`src/rtl/ws2812b_pkg.sv`:
```
// Shared types and default 27 MHz timing for the WS2812B serial line driver.
package ws2812b_pkg;

  typedef enum logic [1:0] {
    LATCH,
    IDLE,
    SEND
  } tx_state_t;

  localparam int unsigned DEF_T0H_CYC  = 11;
  localparam int unsigned DEF_T1H_CYC  = 22;
  localparam int unsigned DEF_BIT_CYC  = 34;
  localparam int unsigned DEF_RST_CYC  = 8100;
  localparam int unsigned DEF_NUM_LEDS = 8;

  localparam int unsigned GRB_W = 24;

endpackage

```
`src/rtl/ws2812b_bit_gen.sv`:
```
// One WS2812B bit period: dout high for T0H/T1H cycles, low for the rest of BIT_CYC.
module ws2812b_bit_gen
  import ws2812b_pkg::*;
#(
  parameter int unsigned T0H_CYC = DEF_T0H_CYC,
  parameter int unsigned T1H_CYC = DEF_T1H_CYC,
  parameter int unsigned BIT_CYC = DEF_BIT_CYC
) (
  input  logic clk,
  input  logic rst,
  input  logic start,
  input  logic bit_val,
  output logic dout,
  output logic last_cycle
);

  localparam int unsigned CW = $clog2(BIT_CYC + 1);

  logic [CW-1:0] cnt;
  logic          active;
  logic          bval;

  assign last_cycle = active && (cnt == CW'(BIT_CYC - 1));

  // A start in the last cycle of a bit restarts immediately, giving gapless bits.
  always_ff @(posedge clk) begin
    if (rst) begin
      cnt    <= '0;
      active <= 1'b0;
      bval   <= 1'b0;
      dout   <= 1'b0;
    end else if (start) begin
      cnt    <= '0;
      active <= 1'b1;
      bval   <= bit_val;
      dout   <= 1'b1;
    end else if (last_cycle) begin
      cnt    <= '0;
      active <= 1'b0;
      dout   <= 1'b0;
    end else if (active) begin
      cnt  <= cnt + 1'b1;
      dout <= bval ? (cnt < CW'(T1H_CYC - 1)) : (cnt < CW'(T0H_CYC - 1));
    end
  end

endmodule

```
`src/rtl/ws2812b_tx.sv`:
```
// WS2812B strip driver: GRB words in over valid/ready, pulse-width-coded bits out,
// latch period and frame_done pulse after NUM_LEDS words.
module ws2812b_tx
  import ws2812b_pkg::*;
#(
  parameter int unsigned T0H_CYC  = DEF_T0H_CYC,
  parameter int unsigned T1H_CYC  = DEF_T1H_CYC,
  parameter int unsigned BIT_CYC  = DEF_BIT_CYC,
  parameter int unsigned RST_CYC  = DEF_RST_CYC,
  parameter int unsigned NUM_LEDS = DEF_NUM_LEDS
) (
  input  logic                                                   clk,
  input  logic                                                   rst,
  input  logic                                                   pix_valid,
  output logic                                                   pix_ready,
  input  logic [GRB_W-1:0]                                       pix_grb,
  output logic [((NUM_LEDS > 1) ? $clog2(NUM_LEDS) : 1)-1:0]     pix_idx,
  output logic                                                   dout,
  output logic                                                   busy,
  output logic                                                   frame_done
);

  localparam int unsigned IW   = (NUM_LEDS > 1) ? $clog2(NUM_LEDS) : 1;
  localparam int unsigned MAXC = (BIT_CYC > RST_CYC) ? BIT_CYC : RST_CYC;
  localparam int unsigned CW   = $clog2(MAXC + 1);

  if (!(T0H_CYC > 0 && T0H_CYC < T1H_CYC && T1H_CYC < BIT_CYC &&
        RST_CYC >= 1 && NUM_LEDS >= 1)) begin : g_bad_params
    $error("ws2812b_tx: illegal timing or LED-count parameters");
  end

  tx_state_t         state;
  logic [GRB_W-1:0]  shreg;
  logic [4:0]        bitcnt;
  logic [CW-1:0]     lcnt;
  logic              post_rst;
  logic              bit_last;
  logic              more_leds;
  logic              accept;
  logic              start;
  logic              bit_val;

  assign more_leds = pix_idx < IW'(NUM_LEDS - 1);

  // Decoded purely from registers so the next word can be taken in the last
  // cycle of bit 0 without a bubble.
  assign pix_ready = (state == IDLE) ||
                     (state == SEND && bit_last && bitcnt == '0 && more_leds);
  assign accept    = pix_valid && pix_ready;
  assign busy      = (state != IDLE);
  assign start     = accept || (state == SEND && bit_last && bitcnt != '0);
  assign bit_val   = accept ? pix_grb[GRB_W-1] : shreg[GRB_W-1];

  ws2812b_bit_gen #(
    .T0H_CYC (T0H_CYC),
    .T1H_CYC (T1H_CYC),
    .BIT_CYC (BIT_CYC)
  ) u_bit_gen (
    .clk        (clk),
    .rst        (rst),
    .start      (start),
    .bit_val    (bit_val),
    .dout       (dout),
    .last_cycle (bit_last)
  );

  always_ff @(posedge clk) begin
    if (rst) begin
      state      <= LATCH;
      shreg      <= '0;
      bitcnt     <= '0;
      lcnt       <= '0;
      pix_idx    <= '0;
      frame_done <= 1'b0;
      post_rst   <= 1'b1;
    end else begin
      frame_done <= 1'b0;
      case (state)
        LATCH: begin
          if (lcnt == CW'(RST_CYC - 1)) begin
            state    <= IDLE;
            lcnt     <= '0;
            post_rst <= 1'b0;
          end else begin
            lcnt <= lcnt + 1'b1;
            if (lcnt + 1'b1 == CW'(RST_CYC - 1)) begin
              frame_done <= !post_rst;
              pix_idx    <= '0;
            end
          end
        end
        IDLE: begin
          if (accept) begin
            shreg  <= {pix_grb[GRB_W-2:0], 1'b0};
            bitcnt <= 5'(GRB_W - 1);
            state  <= SEND;
          end
        end
        SEND: begin
          if (bit_last) begin
            if (bitcnt != '0) begin
              shreg  <= shreg << 1;
              bitcnt <= bitcnt - 1'b1;
            end else if (more_leds) begin
              pix_idx <= pix_idx + 1'b1;
              if (accept) begin
                shreg  <= {pix_grb[GRB_W-2:0], 1'b0};
                bitcnt <= 5'(GRB_W - 1);
              end else begin
                state <= IDLE;
              end
            end else begin
              state <= LATCH;
              lcnt  <= '0;
              // A one-cycle latch is also its own final cycle.
              if (RST_CYC == 1) begin
                frame_done <= 1'b1;
                pix_idx    <= '0;
              end
            end
          end
        end
        default: state <= LATCH;
      endcase
    end
  end

endmodule

```
`config.mk`:
```
export PLATFORM = sky130hd
export DESIGN_NAME = ws2812b_tx
export DESIGN_NICKNAME = d
export VERILOG_FILES = /design/src/rtl/ws2812b_pkg.sv /design/src/rtl/ws2812b_bit_gen.sv /design/src/rtl/ws2812b_tx.sv
export SDC_FILE = /design/constraint.sdc
export NUM_CORES = 1
export LEC_CHECK = 0
export CAP_MARGIN = 20
export CORE_MARGIN = 5
export CORE_UTILIZATION = 35
export CTS_CLUSTER_SIZE = 8
export DETAILED_ROUTE_END_ITERATION = 7
export PLACE_DENSITY = 0.52
export SLEW_MARGIN = 25
export SYNTH_ARGS = -nofsm -noshare
export SYNTH_HDL_FRONTEND = slang
export SYNTH_SLANG_ARGS = --single-unit
```
`constraint.sdc`:
```
create_clock -name clk -period 3.3 [get_ports clk]
set_input_delay 0.33 -clock clk [delete_from_list [all_inputs] [get_ports clk]]
set_output_delay 0.33 -clock clk [all_outputs]
set_load 0.05 [all_outputs]
```
==> impl_metrics.tcl, run 1 <==
set metrics [dict create \
    yosysWarnings 0 \
    power_density_nw_per_um2 361 \
    cts_resized 0 \
    path_max_fanout 5 \
    yosysTopAreaCell "dfxtp_1" \
    synth_top_area_share 0.380 \
    run_status "finished, final reports clean" \
    netlist_area_um2 3050 \
    cts_buffer_depth 2 \
    cp_cell_sequence "inv_1 -> ha_1 -> nor4b_2 -> and4_1 -> or2_2 -> clkdlybuf4s50_1" \
    grt_setup_unrepaired "false" \
    critPathMaxStageDelay_ns 0.80 \
    hold_path_class "reg2reg" \
    tightestPinTransition_ns 0.657 \
    holdBufCountCts 0 \
    maxCapViolCount 0 \
    dieArea_um2 10700 \
    postCtsSetupBuffers 0 \
    cts.clk_slew.worst_paths_ns 0.07 \
    hp-start "post_rst" \
    die_h_um 103 \
    crit_slowest_cell "clkdlybuf4s50_1" \
    max_freq_mhz 344 \
    place_congestion 0.837 \
    synthFlopType "dfxtp_1" \
    vdd_drop_max_v 0.000156 \
    drtPass1Iterations 4 \
    setup.worst_path.start_class "register" \
    hold_depth 1 \
    synthCells 392 \
    synth.distinct_cells 56 \
    clock_latency_ns 0.33 \
    whs_endpoint "frame_done" \
    grt_overflow_total 0 \
    dp.final_hpwl_um 5060 \
    placedInstanceArea_um2 3450 \
    io_pins 34 \
    wl_um 7190 \
    r2r_slack_ns 0.55 \
    antenna_found_initial 0 \
    rows 34 \
    wl_per_cell_um 13.6 \
    arrival_ns 2.58 \
    synth_top_cells_by_area "dfxtp_1 (38%), nor2_1 (12%), ha_1 (4.9%)" \
    fin_crit_ns 2.91 \
    finalClockSkew_ns 0.00816 \
    p_leak_nw 1.31 \
    drc_errors 0 \
    critical_path.top_delay_family "buffers and inverters" \
    viasPerCell 5.38 \
    finalNonFillerCells 527 \
    ys_ff_latch 58 \
    numClockSinks 58 \
    worstSetupPathType "reg2out" \
    die_x_um 103 \
    crit_required_ns 2.97 \
    cts_tree "done" \
    antenna_cells 0 \
    initial_core_util 0.355 \
    worst_r2r_endpoint "shreg[8]" \
    yosysMostFrequentCell "nor2_1" \
    ant_nets 0 \
    cts_root_buffer "clkbuf_8" \
    fin_nets 457 \
    grt_pass1_wl_um 12200 \
    synth_async_sr_flop_share 0 \
    netlist_top_cells_count "nor2_1 (94), dfxtp_1 (58), nand2_1 (27), nor4_1 (20), a21oi_1 (17)" \
    numCtsBuffers 9 \
    portBuffers 33 \
    fin_tns_setup_ns 0 \
    min_period_over_period 0.881 \
    first_iter_violations 126 \
    r2r_cells 8 \
    syn_to_final_growth_pct 17.9 \
    grt_max_degree 34 \
    critical_path_buf_inv_count 2 \
    htreeDepth 3 \
    core_area_um2 8590 \
    maxSlewViolCount 0 \
    synth_edf_count 0 \
    r2r_start "state[0]" \
    place_inst 515 \
    synth_fp_nets 431 \
    seq_area_frac_synth 0.380 \
    crit_path_end_kind "output port" \
    synth.avg_cell_area_um2 7.79 \
    dr_total_vias 2837 \
    hold_viol_final 0 \
    drive_above_1_share 0.0668 \
    fin_area_um2 3600 \
    track_usage 0.144 \
    setup_viol_count_final 0 \
    relSlewSlack 0.560 \
    first_global_vias 2654 \
]
-- kinds of logic after synthesis --
group | Yosys count | synth area share
DFF | 58 | 0.380
AOI/OAI and AO/OA | 69 | 0.156
adders and majority gates | 12 | 0.0492
muxes | 3 | 0.00983
xor gates and xnor gates | 6 | 0.0172
buffers and inverters | 36 | 0.0483
and+or+nand+nor | 208 | 0.339
-- placed cells by master, fill, tap and decap left out, drive strengths merged, types with 5 or more instances in the layout --
cell type | synthesis | routed
nor2 | 94 | 94
dfxtp | 58 | 58
clkdlybuf4s50 | 0 | 32
nand2 | 28 | 28
nor4 | 20 | 20
a21oi | 18 | 18
o21ai | 15 | 15
nand3 | 14 | 14
inv | 13 | 13
a311oi | 12 | 12
ha | 12 | 12
clkbuf | 13 | 11
nand2b | 7 | 7
nor3 | 7 | 7
buf | 10 | 6
nor3b | 5 | 5
nand4 | 5 | 5
a31oi | 5 | 5
-- power by group --
group / internal, mW / switching, mW
Sequential: 0.703 / 0.00522
Clock: 0.275 / 0.258
Combinational: 0.0337 / 0.0246
Total: 1.01 / 0.288
-- flip-flops by register name (all words and copies together), names as in the netlist --
name              cells
bitcnt                5
frame_done            1
lcnt                 13
pix_idx               3
post_rst              1
shreg                24
state                 2
u_bit_gen.active      1
u_bit_gen.bval        1
u_bit_gen.cnt         6
u_bit_gen.dout        1
-- layer usage --
layer	track usage	wire (µm)	vias to the layer above
met5	0	0	-
met4	0.0578	141	0
met3	0.0362	285	13
met2	0.225	3340	50
met1	0.189	3420	1328
li1	-	-	1446
-- final cells by class --
cell class	instances	area [µm²]
clock inverters	1	5.00
fillers	903	4990
inverters	13	48.8
clock buffers	11	141
well taps	108	135
repair buffers	38	363
flip-flops and latches	58	1160
multi-input cells	298	1750
-- worst register-to-register path, delay by kind of cell (launching register included) --
family,cells,cell delay (ns)
fa+ha+maj,1,0.32
buf+inv,1,0.08
compound gates,1,0.45
flops,1,0.37
simple gates,5,1.43
-- per-stage QoR --
| stage | worst slack, ns | power (mW) | utilization | hold slack (ns) |
|---|---|---|---|---|
| 3_3_place_gp | 0.702 | 0.783 | 0.402 | 0.434 |
| 3_5_place_dp | 0.544 | 0.783 | 0.402 | 0.428 |
| 6_report | 0.392 | 1.30 | 0.419 | 0.449 |
| 2_1_floorplan | 1.00 | 0.744 | - | 0.390 |
| 4_1_cts | 0.357 | 1.33 | 0.419 | 0.439 |
| 5_1_grt | 0.223 | 1.36 | 0.419 | 0.482 |
-- worst max-delay path by stage --
stage,from,end,slack (ns),cells after the start
after floorplan,state[0],shreg[10],1.00,11
after global placement,state[0],shreg[9],0.70,8
after detailed placement,state[0],shreg[8],0.54,8
after CTS,bitcnt[0],pix_ready,0.36,6
after global routing,bitcnt[0],pix_ready,0.22,6
final,bitcnt[0],pix_ready,0.39,6
Power figures use the tool's default switching activity.
==> inputs of run 2 (changes only) <==
--- a/config.mk
+++ b/config.mk
@@ -6,7 +6,6 @@
 export NUM_CORES = 1
 export LEC_CHECK = 0
 export CAP_MARGIN = 20
-export CORE_MARGIN = 5
 export CORE_UTILIZATION = 35
 export CTS_CLUSTER_SIZE = 8
 export DETAILED_ROUTE_END_ITERATION = 7
==> impl_metrics.tcl, run 2 (same netlist as run 1, synthesis figures left out) <==
set metrics [dict create \
    run_status "finished, final reports clean" \
    wl_per_cell_um 13.8 \
    drtPass1Iterations 6 \
    seqPwrFrac 0.470 \
    die_x_um 95.4 \
    fin_crit_ns 2.94 \
    dr_total_vias 2860 \
    place_congestion 0.799 \
    track_usage 0.175 \
    grt_pass1_wl_um 12500 \
    grt_max_degree 43 \
    drive_above_1_share 0.0733 \
    cts.clk_slew.worst_paths_ns 0.06 \
    maxCapViolCount 0 \
    numClockSinks 58 \
    postCtsSetupBuffers 0 \
    fin_nets 458 \
    arrival_ns 2.61 \
    cts_root_buffer "clkbuf_8" \
    internal_power_mw 1.20 \
    p_sw_uw 306 \
    largestRegisters "shreg x24, lcnt x13, u_bit_gen.cnt x6" \
    portBuffers 33 \
    die_h_um 95.4 \
    io_pins 34 \
    ant_nets 0 \
    hold-worst-slack_ns 0.423 \
    final_common_cell "nor2_1" \
    htreeDepth 3 \
    dp.final_hpwl_um 4940 \
    largest_register_ff_count 24 \
    antenna_cells 0 \
    first_iter_violations 104 \
    grt_overflow_total 0 \
    antenna_found_initial 0 \
    initial_core_util 0.366 \
    crit_required_ns 2.97 \
    rows 33 \
    holdBufCountCts 0 \
    clock_latency_ns 0.34 \
    core_area_um2 8340 \
    drc_errors 0 \
    finalClockSkew_ns 0.00924 \
    setup.worst_path.start_class "register" \
    hold_viol_final 0 \
    pwr-share-comb 0.040 \
    p_sw_frac 0.203 \
    numCtsBuffers 9 \
    dpl_worst_slack_ns 0.570 \
    tightestPinTransition_ns 0.785 \
    finalNonFillerCells 528 \
    fin_util 0.441 \
    cp_cell_sequence "inv_1 -> ha_1 -> and3b_1 -> and4_1 -> or2_2 -> clkdlybuf4s50_1" \
    setup_viol_count_final 0 \
    layout_common_cells "nor2_1 (94), dfxtp_1 (58), clkdlybuf4s50_1 (32)" \
    hold_path_class "reg2reg" \
    place_inst 513 \
    relSlewSlack 0.477 \
    worstSetupPathType "reg2out" \
    fin_tns_setup_ns 0 \
    path_max_fanout 10 \
    vdd_drop_max_v 0.000258 \
    cts_buffer_depth 2 \
    maxSlewViolCount 0 \
    dieArea_um2 9100 \
    power_density_nw_per_um2 410 \
    cts_tree "done" \
    syn_to_final_growth_pct 20.4 \
    grt_setup_unrepaired "false" \
    cts_resized 0 \
    r2r_slack_ns 0.57 \
    first_global_vias 2722 \
    viasPerCell 5.42 \
    crit_path_end_kind "output port" \
    pwr-share-clk 0.490 \
    max_freq_mhz 341 \
    critPathMaxStageDelay_ns 0.71 \
    p_leak_nw 1.35 \
    fin_ws_ns 0.363 \
    min_period_over_period 0.890 \
    crit_slowest_cell "clkdlybuf4s50_1" \
    regMostFlops "shreg" \
    wl_um 7270 \
]
[run 2: changes by cell type in the layout (fill, tap and decap cells not counted), sizes merged]
| cell | before | now |
|---|---|---|
| clkinv | 1 | 0 |
| buf | 6 | 7 |
| clkbuf | 11 | 13 |
| bufinv | 0 | 2 |
[run 2: per-stage QoR]
step / cell area [µm²] / total power [mW]
final: 3680 / 1.51
after detailed placement: 3460 / 0.784
after global placement: 3460 / 0.784
after global routing: 3680 / 1.56
after floorplan: 3050 / 0.744
after CTS: 3680 / 1.54
[run 2: path summary, 6_finish.rpt]
| check | start | to | depth (start not counted) |
|---|---|---|---|
| setup reg to reg | state[0] | shreg[2] | 8 |
| hold reg to reg | post_rst | frame_done | 1 |
| hold / removal | post_rst | frame_done | 1 |
| setup / recovery | state[0] | pix_ready | 6 |
[run 2: worst max-delay path: cells and delay by family, from the launching register on]
kind / cells / cell delay (ns)
AND/OR/NAND/NOR: 3 / 0.79
buffers and inverters: 2 / 0.79
flip-flops: 1 / 0.38
adder cells (fa/ha/maj): 1 / 0.32
[run 2: metal layers]
metal	part of all wire	GRT usage	vias to the layer above
met4	0.015	0.0572	0
li1	-	-	1449
met2	0.48	0.292	49
met5	0	0	-
met3	0.037	0.0558	8
met1	0.47	0.213	1354
[run 2: area by class of cell]
type,count,area [µm²]
clock buffers,13,159
clock inverters,2,60.1
fillers,859,4660
inverters,13,48.8
multi-input cells,298,1750
flip-flops and latches,58,1160
well taps,105,131
repair buffers,39,370
[run 2: power groups by stage]
| stage | sequential (mW) | combinational [mW] | clock [mW] |
|---|---|---|---|
| 6_report | 0.708 | 0.0600 | 0.738 |
| 5_1_grt | 0.708 | 0.0662 | 0.790 |
| 4_1_cts | 0.708 | 0.0607 | 0.768 |
| 3_5_place_dp | 0.724 | 0.0605 | 0 |
| 3_3_place_gp | 0.724 | 0.0604 | 0 |
| 2_1_floorplan | 0.721 | 0.0231 | 0 |
